--- src/rtl/ccff_loader.sv ---
// Configuration-chain loader: serializes a word stream MSB-first into the fabric's
// ccff chain, and in verify mode compares the chain tail against the re-shifted bitstream.
module ccff_loader #(
  parameter int unsigned CHAIN_LEN = 64,
  parameter int unsigned WORD_W    = 8
) (
  input  logic              prog_clk,
  input  logic              reset,
  input  logic              start,
  input  logic              verify,
  input  logic [WORD_W-1:0] cfg_data,
  input  logic              cfg_valid,
  output logic              cfg_ready,
  output logic              ccff_head,
  output logic              ccff_shift_en,
  input  logic              ccff_tail,
  output logic              busy,
  output logic              done,
  output logic              mismatch,
  output logic [15:0]       err_cnt
);

  localparam int unsigned BW = $clog2(CHAIN_LEN + 1);
  localparam int unsigned CW = $clog2(WORD_W + 1);

  localparam logic [1:0] S_IDLE  = 2'd0;
  localparam logic [1:0] S_WAIT  = 2'd1;
  localparam logic [1:0] S_SHIFT = 2'd2;
  localparam logic [1:0] S_DONE  = 2'd3;

  logic [1:0]        state_q, state_d;
  logic [WORD_W-1:0] word_q, word_d;
  logic [BW-1:0]     bits_q, bits_d;
  logic [BW-1:0]     remaining;
  logic [CW-1:0]     cnt_q, cnt_d;
  logic              verify_q, verify_d;
  logic              mismatch_d;
  logic [15:0]       err_d;

  // Next-state, datapath and verify-compare decode
  always_comb begin
    state_d    = state_q;
    word_d     = word_q;
    bits_d     = bits_q;
    cnt_d      = cnt_q;
    verify_d   = verify_q;
    mismatch_d = mismatch;
    err_d      = err_cnt;
    remaining  = BW'(CHAIN_LEN) - bits_q;
    case (state_q)
      S_IDLE: begin
        if (start) begin
          verify_d   = verify;
          bits_d     = '0;
          mismatch_d = 1'b0;
          err_d      = 16'h0000;
          state_d    = S_WAIT;
        end
      end
      S_WAIT: begin
        if (cfg_valid) begin
          word_d  = cfg_data;
          // Last word of a non-multiple chain only contributes its upper bits
          cnt_d   = (32'(remaining) >= WORD_W) ? CW'(WORD_W) : CW'(remaining);
          state_d = S_SHIFT;
        end
      end
      S_SHIFT: begin
        word_d = word_q << 1;
        bits_d = bits_q + BW'(1);
        cnt_d  = cnt_q - CW'(1);
        // Pre-shift tail is compared against the bit entering the chain on this edge
        if (verify_q && (ccff_tail != word_q[WORD_W-1])) begin
          mismatch_d = 1'b1;
          if (err_cnt != 16'hFFFF) begin
            err_d = err_cnt + 16'h0001;
          end
        end
        if (cnt_q == CW'(1)) begin
          state_d = (bits_d == BW'(CHAIN_LEN)) ? S_DONE : S_WAIT;
        end
      end
      S_DONE: begin
        state_d = S_IDLE;
      end
      default: begin
        state_d = S_IDLE;
      end
    endcase
  end

  // State and registered outputs; outputs are flops so shift_en is glitch-free
  always_ff @(posedge prog_clk or posedge reset) begin
    if (reset) begin
      state_q       <= S_IDLE;
      word_q        <= '0;
      bits_q        <= '0;
      cnt_q         <= '0;
      verify_q      <= 1'b0;
      mismatch      <= 1'b0;
      err_cnt       <= 16'h0000;
      cfg_ready     <= 1'b0;
      ccff_head     <= 1'b0;
      ccff_shift_en <= 1'b0;
      busy          <= 1'b0;
      done          <= 1'b0;
    end else begin
      state_q       <= state_d;
      word_q        <= word_d;
      bits_q        <= bits_d;
      cnt_q         <= cnt_d;
      verify_q      <= verify_d;
      mismatch      <= mismatch_d;
      err_cnt       <= err_d;
      cfg_ready     <= (state_d == S_WAIT);
      ccff_head     <= (state_d == S_SHIFT) & word_d[WORD_W-1];
      ccff_shift_en <= (state_d == S_SHIFT);
      busy          <= (state_d != S_IDLE);
      done          <= (state_d == S_DONE);
    end
  end

endmodule

--- config.mk ---
export PLATFORM = sky130hd
export DESIGN_NAME = ccff_loader
export DESIGN_NICKNAME = d
export VERILOG_FILES = /design/src/rtl/ccff_loader.sv
export SDC_FILE = /design/constraint.sdc
export NUM_CORES = 1
export LEC_CHECK = 0
export BUFFER_PORTS_ARGS = -buffer_cell sky130_fd_sc_hd__buf_2
export CAP_MARGIN = 25
export CELL_PAD_IN_SITES_DETAIL_PLACEMENT = 1
export CELL_PAD_IN_SITES_GLOBAL_PLACEMENT = 1
export CORE_MARGIN = 5
export CORE_UTILIZATION = 40
export DETAILED_ROUTE_END_ITERATION = 10
export HOLD_SLACK_MARGIN = 0.03
export PLACE_DENSITY_LB_ADDON = 0.15
export SETUP_SLACK_MARGIN = 0.02
export SYNTH_ARGS = -nofsm -noshare
export SYNTH_HDL_FRONTEND = slang
export SYNTH_SLANG_ARGS = --single-unit
export TNS_END_PERCENT = 10
--- constraint.sdc ---
create_clock -name prog_clk -period 1.95 [get_ports prog_clk]
set_input_delay 0.39 -clock prog_clk [delete_from_list [all_inputs] [get_ports prog_clk]]
set_output_delay 0.39 -clock prog_clk [all_outputs]
set_load 0.1 [all_outputs]
Yosys cells after proc, flatten, opt, wreduce, memory -nomap -nowiden --
Cells that the tools add are included.
Word-level totals: input bits 14, logic and storage cells 62, output and inout port bits 22, bits in registers 44
Cells by class: multiplexer cells 19, equal/unequal tests 14, add/sub/neg operators 4, $lt $le $gt $ge 1, bitwise logic cells 1, reductions and logical operators 10
Operators by type and width (count):
- 16-bit 2-to-1 mux | 3
- 16-bit one-hot mux with 2 select lines | 1
- 16-bit by 1-bit adder with 16-bit output (second input constant) | 1
- 16-bit != test (second input constant) | 1
- 8-bit one-hot mux with 2 select lines | 1
- 7-bit one-hot mux with 2 select lines | 1
- 2-bit equality test (second input constant) | 4
- 2-bit 2-to-1 mux | 4
- 4-bit 2-to-1 mux | 2
- 8-bit 2-to-1 mux | 1
- 2-bit != test (second input constant) | 4
- 2-bit one-hot mux with 4 select lines | 1
- 4-bit one-hot mux with 2 select lines | 1
- 7-bit by 1-bit adder with 7-bit output (second input constant) | 1
- 7-bit equality test (second input constant) | 1
- 7-bit by 4-bit greater-or-equal comparator with 1-bit output (second input constant) | 1
- 7-bit 2-to-1 mux | 1
- 7-bit subtractor (first input constant) | 1
- 2-bit AND reduction | 3
- 2-bit nonzero test | 3
- 2-bit by 1-bit equality test with 1-bit output (second input constant) | 2
- 4-bit by 1-bit equality test with 1-bit output (second input constant) | 1
- 4-bit AND reduction | 1
- 4-bit by 1-bit subtractor with 4-bit output (second input constant) | 1
- 7 further kinds | 8

Depth between registers and ports, before layout --
Gate-level depths: netlist of run 1.
depth in word-level cells 7, depth in mapped cells 9, mapped depth without buffers 7

Least setup slack after synthesis of run 1 --
OpenSTA, ideal clock, no wires.
path kind register to register, start point register err_cnt[0], end point register err_cnt[14], data arrival time 2.433 ns, path slack -0.647 ns, stages on the path, launching flop included 7, required time 1.786 ns, buffers on the path 1, setup time 0.164 ns, clock period less this slack 2.597 ns, cells stage by stage dfrtp_1 -> ha_1 -> nand3_2 -> or3_1 -> clkbuf_1 -> o311ai_0 -> o41ai_1
Between the ends: longest elaborated chain between the ends 4, elaborated cells between the ends (all ways) 7, those cells by class add/sub: 1; eq/ne: 2; mux: 3; reduce/logical: 1
RTL lines:
- from (decl) | RTL line 20 | output logic [15:0] err_cnt
- from (signal assigned) | RTL line 114 | err_cnt <= err_d;
- 16-bit by 1-bit adder with 16-bit output | RTL line 76 | err_d = err_cnt + 16'h0001;
- 16-bit 2-to-1 mux | RTL line 75 | if (err_cnt != 16'hFFFF) begin
- 16-bit 2-to-1 mux | RTL line 73 | if (verify_q && (ccff_tail != word_q[WORD_W-1])) begin
- 16-bit one-hot mux with 2 select lines | RTL line 50 | case (state_q)
Parallel ways exist; a longest one is shown, timed or not. The select of a mux whose other input is x is not followed. A chain may end at the register's enable or synchronous reset.

Worst setup path after layout of run 1 --
start point register state_q[1], end point register err_cnt[7]
Between the ends: longest elaborated chain between the ends 3, elaborated cells between the ends (all ways) 8, those cells by class eq/ne: 4; mux: 1; reduce/logical: 3
RTL lines:
- from (decl) | RTL line 31 | logic [1:0] state_q, state_d;
- from (signal assigned) | RTL line 108 | state_q <= state_d;
- 2-bit equality test or 2-bit zero test (tied branches) | RTL line 50
- 2-bit != test (no line) or 2-bit nonzero test (tied branches)
- 4-bit AND reduction (no line)
Parallel ways exist; a longest one is shown, timed or not.

==> summary.md, run 1 <==
| Metric | Value |
|---|---|
| Status | `finished, violations left` |
| Failing checks | `setup timing` |
| Die area | `8450 sq um` |
| Synth warn | `0` |
| RSZ-0062 raised after global routing | `yes` |
| Initial Utilization | `0.418` |
| Placed cells | `418` |
| Fillers | `718` |
| H-tree levels | `2` |
| Most frequent cells in the layout | `buf_4 (37), buf_2 (35), nand2_1 (26), dfrtp_1 (26), inv_1 (16)` |
| Layout cells sized above 1 | `0.407` |
| Root Buffer | `clkbuf_8` |
| Syn Area/Cell | `9.45 sq um` |
| Final nets | `378` |
| Core ar. | `6420 sq um` |
| Largest net degree at the start of global routing | `45` |
| Clock skew | `0.00782 ns` |
| Grt total ovfl | `0` |
| Drt via density | `5.97` |
| Synthesis-stage register bit count | `44` |
| Worst Path Required | `2.19 ns` |
| Leakage | `1.54 nW` |
| Clock buffer count from CTS | `5` |
| Synth area leaders | `dfrtp_1 (41%), mux2i_1 (4.8%), ha_1 (4.2%), nand2_1 (3.8%), inv_1 (2.8%)` |
| Hold crit path type | `in2async` |
| Final antenna-violating net count | `0` |
| Max FO, Critical Path | `6` |
| Pwr dens | `1260 nW/um^2` |
| Clk pin slew, worst setup/hold paths | `0.09 ns` |
| Vias | `2586` |
| Share of the synthesized area in the top cell type | `0.410` |
| Antenna violations before repair | `0` |
| Overall routing resource usage | `0.188` |
| First-pass GRT wire length | `13000 um` |
| DIE HEIGHT | `91.9 um` |
| CP Class | `reg2reg` |
| Worst Path Arrival | `2.19 ns` |
| Worst-Margin Slew | `0.477 ns` |
| Port buffer count | `35` |
| Detailed Route WL | `8520 um` |
| Num ports | `36` |
| Crit path time final | `1.95 ns` |
| # diodes | `0` |
| Longest Clk Path Bufs | `2` |
| Placed wire-length estimate | `5560 um` |
| DRC errors left | `0` |
| Endpoints failing hold | `0` |
| Final Instance Count excl. Fillers | `433` |
| 1st-iter DRT viols | `116` |
| CP Launch Type | `flip-flop` |
| Fin. max-slew vios | `0` |
| Number of flops mapped to enable cells by yosys | `0` |
| Register area | `1130 sq um` |
| DRT Pass-1 Iters | `4` |
| Placement row count | `29` |
| Power, Total | `4.56 mW` |
| Final hold slack | `0.100 ns` |
| Number of global-route vias before repair | `2664` |
| Seq/Total Area, Yosys | `0.410` |
| # hold bufs at CTS | `0` |
| Ys flop type | `dfrtp_1` |
| Post-Syn Nets | `307` |
| Max_cap viols | `0` |
| TritonCTS clock tree | `built` |
| Clk Latency, worst-skew pair | `0.31 ns` |
| Synth unique cells | `54` |
| CP endpoint kind | `flip-flop` |
| Die width | `91.9 um` |
| Fraction of registers with async set/reset | `1.00` |
| Slew margin rel. | `0.679` |
| Synthesis-to-finish area growth | `35.1%` |
| Total clock sinks | `44` |
| Worst vdd ir | `0.000814 V` |
| Wire per inst | `19.7 um` |
| Most common cell after layout, fill and taps aside | `buf_4` |
| Setup ws final | `-0.00288 ns` |
| Largest area contributor in the netlist | `dfrtp_1` |
| Max Freq | `512 MHz` |
| Mapped Area | `2680 sq um` |
| Placed inst area | `3220 sq um` |
| Multi-input gate area | `1690 sq um` |
| Final Instance Area | `3620 sq um` |
| Setup-failing EPs final | `3` |
| Mapped Cells | `284` |
| Routability Congestion | `0.820` |
| Crit share post-route | `1.00` |
==> per-stage QoR <==
step	utilization	setup TNS, ns	worst slack, ns
after floorplan	-	-0.457	-0.0772
after global placement	0.501	-0.0615	-0.0331
after detailed placement	0.501	-0.835	-0.105
after CTS	0.524	-0.00188	-0.00165
after global routing	0.564	-0.575	-0.0929
final	0.564	-0.00556	-0.00288
==> sequential cells by signal (all words and copies together) (netlist names) <==
| signal | count |
|---|---|
| err_cnt | 16 |
| word_q | 8 |
| bits_q | 7 |
| cnt_q | 4 |
| state_q | 2 |
| busy | 1 |
| ccff_head | 1 |
| ccff_shift_en | 1 |
| cfg_ready | 1 |
| done | 1 |
| mismatch | 1 |
| verify_q | 1 |
==> per-layer routing <==
layer | global-route usage | part of all wire
met2 | 0.318 | 0.48
met1 | 0.250 | 0.47
met3 | 0.0311 | 0.031
met4 | 0.0545 | 0.013
met5 | 0 | 0
==> cells in the mapped netlist, drive strengths merged (2+ instances only) <==
master / count
a2111oi: 4
a211o: 5
a211oi: 7
a21oi: 9
a221o: 3
a22o: 5
a22oi: 6
a32o: 5
and3: 3
and4: 2
buf: 7
clkbuf: 8
dfrtp: 44
ha: 9
inv: 20
mux2: 2
mux2i: 14
nand2: 27
nand2b: 10
nand3: 15
nand4: 10
nor2: 7
nor2b: 6
nor3: 6
nor4: 6
o211ai: 2
o21ai: 13
o221ai: 2
o22ai: 2
o31ai: 2
or2: 3
or3: 4
xnor2: 3
==> logic make-up after synthesis <==
logic type      Yosys count  synth area share
xor+xnor                  3           0.00979
flops                    44             0.410
buf+inv                  35            0.0564
simple gates            102             0.204
mux                      16            0.0620
fa+ha+maj                 9            0.0420
compound gates           75             0.216
==> power breakdown <==
group	internal (mW)	leakage, nW	total [mW]	switching (mW)
Clock	0.252	0.0422	0.590	0.337
Combinational	1.02	0.941	2.64	1.62
Sequential	1.14	0.560	1.33	0.197
==> worst paths after layout <==
check | from | end | slack [ns] | depth (start not counted)
hold / removal | reset | err_cnt[12] | 0.10 | 3
max in group asynchronous | reset | err_cnt[4] | 1.61 | 3
setup / recovery | state_q[1] | err_cnt[7] | -0.003 | 6
setup reg to reg | state_q[1] | err_cnt[7] | -0.003 | 6
hold reg to reg | word_q[2] | word_q[2] | 0.50 | 2
min in group prog_clk | verify | verify_q | 0.31 | 2
==> what timing repair did <==
item | CTS | global route
gates resized for setup | 12 | 39
setup buffers | 0 | 5
gates cloned | 0 | 2
setup endpoints to repair | 19 | 21
pin swaps | 1 | 12
==> cell type report <==
type | count | share of cell area
Clock inverter | 1 | 0.00138
Sequential cell | 44 | 0.312
Inverter | 20 | 0.0207
Clock buffer | 7 | 0.0211
Tap cell | 77 | 0.0266
Timing Repair Buffer | 78 | 0.152
Multi-Input combinational cell | 206 | 0.466
==> critical path, stage by stage (launching register included) <==
cell and delay (ns):
dfrtp_1 0.44, inv_2 0.09, ha_4 0.18, mux2i_4 0.20, a211o_4 0.34, a2111oi_2 0.41
mux2i_1 0.22
Note: power is estimated with default switching activity, not from simulation.
==> inputs of run 2 (changes only) <==
Settings changed: CELL_PAD_IN_SITES_DETAIL_PLACEMENT 1 to unset, CELL_PAD_IN_SITES_GLOBAL_PLACEMENT 1 to unset, CORE_UTILIZATION 40 to 52.
==> summary.md, run 2 (same netlist as run 1, synthesis figures left out) <==
| Metric | Value |
|---|---|
| Status | `finished, final reports clean` |
| Wire per inst | `16.1 um (-18%)` |
| Leakage | `1.49 nW (-3.5%)` |
| DRT Pass-1 Iters | `5 (+1)` |
| Number of global-route vias before repair | `2305 (-13%)` |
| Kind of cell adding the most delay to the critical path | `compound AO/OA/AOI/OAI gates` |
| Post-Place Worst Slack | `-0.0825 ns (+0.0224 ns)` |
| Clk pin slew, worst setup/hold paths | `0.08 ns (about the same)` |
| H-tree levels | `2 (unchanged)` |
| Slowest CP cell | `dfrtp_1` |
| Pwr dens | `1220 nW/um^2 (-3.2%)` |
| Most frequent cells in the layout | `buf_4 (36), buf_2 (35), dfrtp_1 (28), nand2_1 (27), inv_1 (16)` |
| Initial Utilization | `0.529 (+0.111)` |
| Die width | `81.8 um (-11%)` |
| Overall routing resource usage | `0.217 (+0.0291)` |
| Root Buffer | `clkbuf_8` |
| Crit path time final | `1.94 ns (-0.00967 ns)` |
| Slew margin rel. | `0.517 (-0.163)` |
| Max FO, Critical Path | `5 (-1)` |
| Crit share post-route | `0.997 (-0.00496)` |
| Final antenna-violating net count | `0 (unchanged)` |
| Setup-failing EPs final | `0 (-3)` |
| Worst Path Arrival | `2.13 ns (-0.06 ns)` |
| DRC errors left | `0 (unchanged)` |
| CP Class | `reg2reg` |
| CP Launch Type | `flip-flop` |
| Antenna violations before repair | `0 (unchanged)` |
| Vias | `2462 (-4.8%)` |
| Die area | `6700 sq um (-21%)` |
| Longest Clk Path Bufs | `2 (unchanged)` |
| Num ports | `36 (unchanged)` |
| Clock skew | `0.00428 ns (-0.00354 ns)` |
| Endpoints failing hold | `0 (unchanged)` |
| Total clock sinks | `44 (unchanged)` |
| Worst-Margin Slew | `0.721 ns (+0.243 ns)` |
| Placed wire-length estimate | `4760 um (-14%)` |
| Setup TNS | `0 ns (+0.00556 ns)` |
| Final nets | `374 (-1.1%)` |
| Fin. max-slew vios | `0 (unchanged)` |
| Largest registers | `err_cnt x16, word_q x8, bits_q x7` |
| Routability Congestion | `0.848 (+3.4%)` |
| Max reg flops | `16 (unchanged)` |
| Power, Total | `4.31 mW (-5.5%)` |
| Worst vdd ir | `0.00104 V (+28%)` |
| DIE HEIGHT | `81.8 um (-11%)` |
| Max Freq | `515 MHz (+0.50%)` |
| First-pass GRT wire length | `11300 um (-13%)` |
| Clk Latency, worst-skew pair | `0.30 ns (about the same)` |
| Max_cap viols | `0 (unchanged)` |
| Drt via density | `5.83 (-2.3%)` |
| 1st-iter DRT viols | `149 (+28%)` |
| Detailed Route WL | `6790 um (-20%)` |
| Placement row count | `26 (-10%)` |
| Clock buffer count from CTS | `5 (unchanged)` |
| Core ar. | `5070 sq um (-21%)` |
| Hold crit path type | `in2async` |
| Worst Path Required | `2.14 ns (-0.05 ns)` |
| Setup ws final | `0.00679 ns (+0.00967 ns)` |
| Port buffer count | `35 (unchanged)` |
| Ordered list of cells on the worst path | `inv_2 -> ha_4 -> mux2i_2 -> a211o_1 -> buf_6 -> a221o_1 -> mux2_4` |
| Worst path bufs/invs | `2 (+1)` |
| Synthesis-to-finish area growth | `31.9%` |
| CP endpoint kind | `flip-flop` |
| Delay of the slowest cell on the worst path | `0.42 ns (-0.02 ns)` |
| Largest register by flop count | `err_cnt` |
| Grt total ovfl | `0 (unchanged)` |
| TritonCTS clock tree | `built` |
| Most common cell after layout, fill and taps aside | `buf_4` |
| RSZ-0062 raised after global routing | `yes` |
| Layout cells sized above 1 | `0.386 (-0.0209)` |
| Largest net degree at the start of global routing | `28 (-38%)` |
| Final Instance Area | `3540 sq um (-2.3%)` |
| Placed inst area | `3210 sq um (about the same)` |
| # diodes | `0 (unchanged)` |
## run 2: cell count changes in the layout (fill, tap and decap cells not counted), sizes merged
cell      delta
a211o        -1
buf          -2
clkinvlp     +1
inv          -2
## run 2: power by group
part	switching [mW]	internal, mW
logic	1.51	0.923
clock network	0.304	0.289
registers	0.154	1.13
## run 2: what timing repair did
item | CTS | global route
pin swaps | 1 | 8
gates resized for setup | 12 | 29
gates cloned | 0 | 0
hold buffers | 0 | 0
setup endpoints to repair | 11 | 26
setup buffers | 0 | 2
## run 2: through the flow
step,hold WS [ns],cells,utilization
floorplan,0.450,284,-
global placement,0.438,412,0.633
detailed placement,0.445,412,0.633
CTS,0.116,420,0.664
global route,0.147,422,0.697
finish,0.108,422,0.697
## run 2: routing by layer
metal / track usage / share of wire / vias to the layer above
met2: 0.337 / 0.48 / 55
li1: - / - / 1199
met3: 0.0395 / 0.043 / 5
met1: 0.310 / 0.47 / 1203
met4: 0.0631 / 0.0066 / 0
met5: 0 / 0 / -
## run 2: cell type report
type,instances,area [sq um]
Timing Repair Buffer,75,499
Tap cell,70,87.6
Inverter,20,78.8
Multi-Input combinational cell,205,1660
Clock buffer,8,90.1
Sequential cell,44,1130
Fill cell,385,1540
## run 2: worst reg2reg max path, cell delays in order (launching register included)
cell	delay [ns]
dfrtp_1	0.42
inv_2	0.08
ha_4	0.17
mux2i_2	0.15
a211o_1	0.33
buf_6	0.17
a221o_1	0.26
mux2_4	0.25
## run 2: worst paths after layout
kind / startpoint / to / slack (ns) / cells past startpoint
max: state_q[1] / err_cnt[4] / 0.007 / 7
min: reset / err_cnt[6] / 0.11 / 2
max reg2reg: state_q[1] / err_cnt[4] / 0.007 / 7
min reg2reg: word_q[6] / word_q[6] / 0.49 / 2
max in group asynchronous: reset / verify_q / 1.32 / 3
min in group prog_clk: verify / verify_q / 0.33 / 2
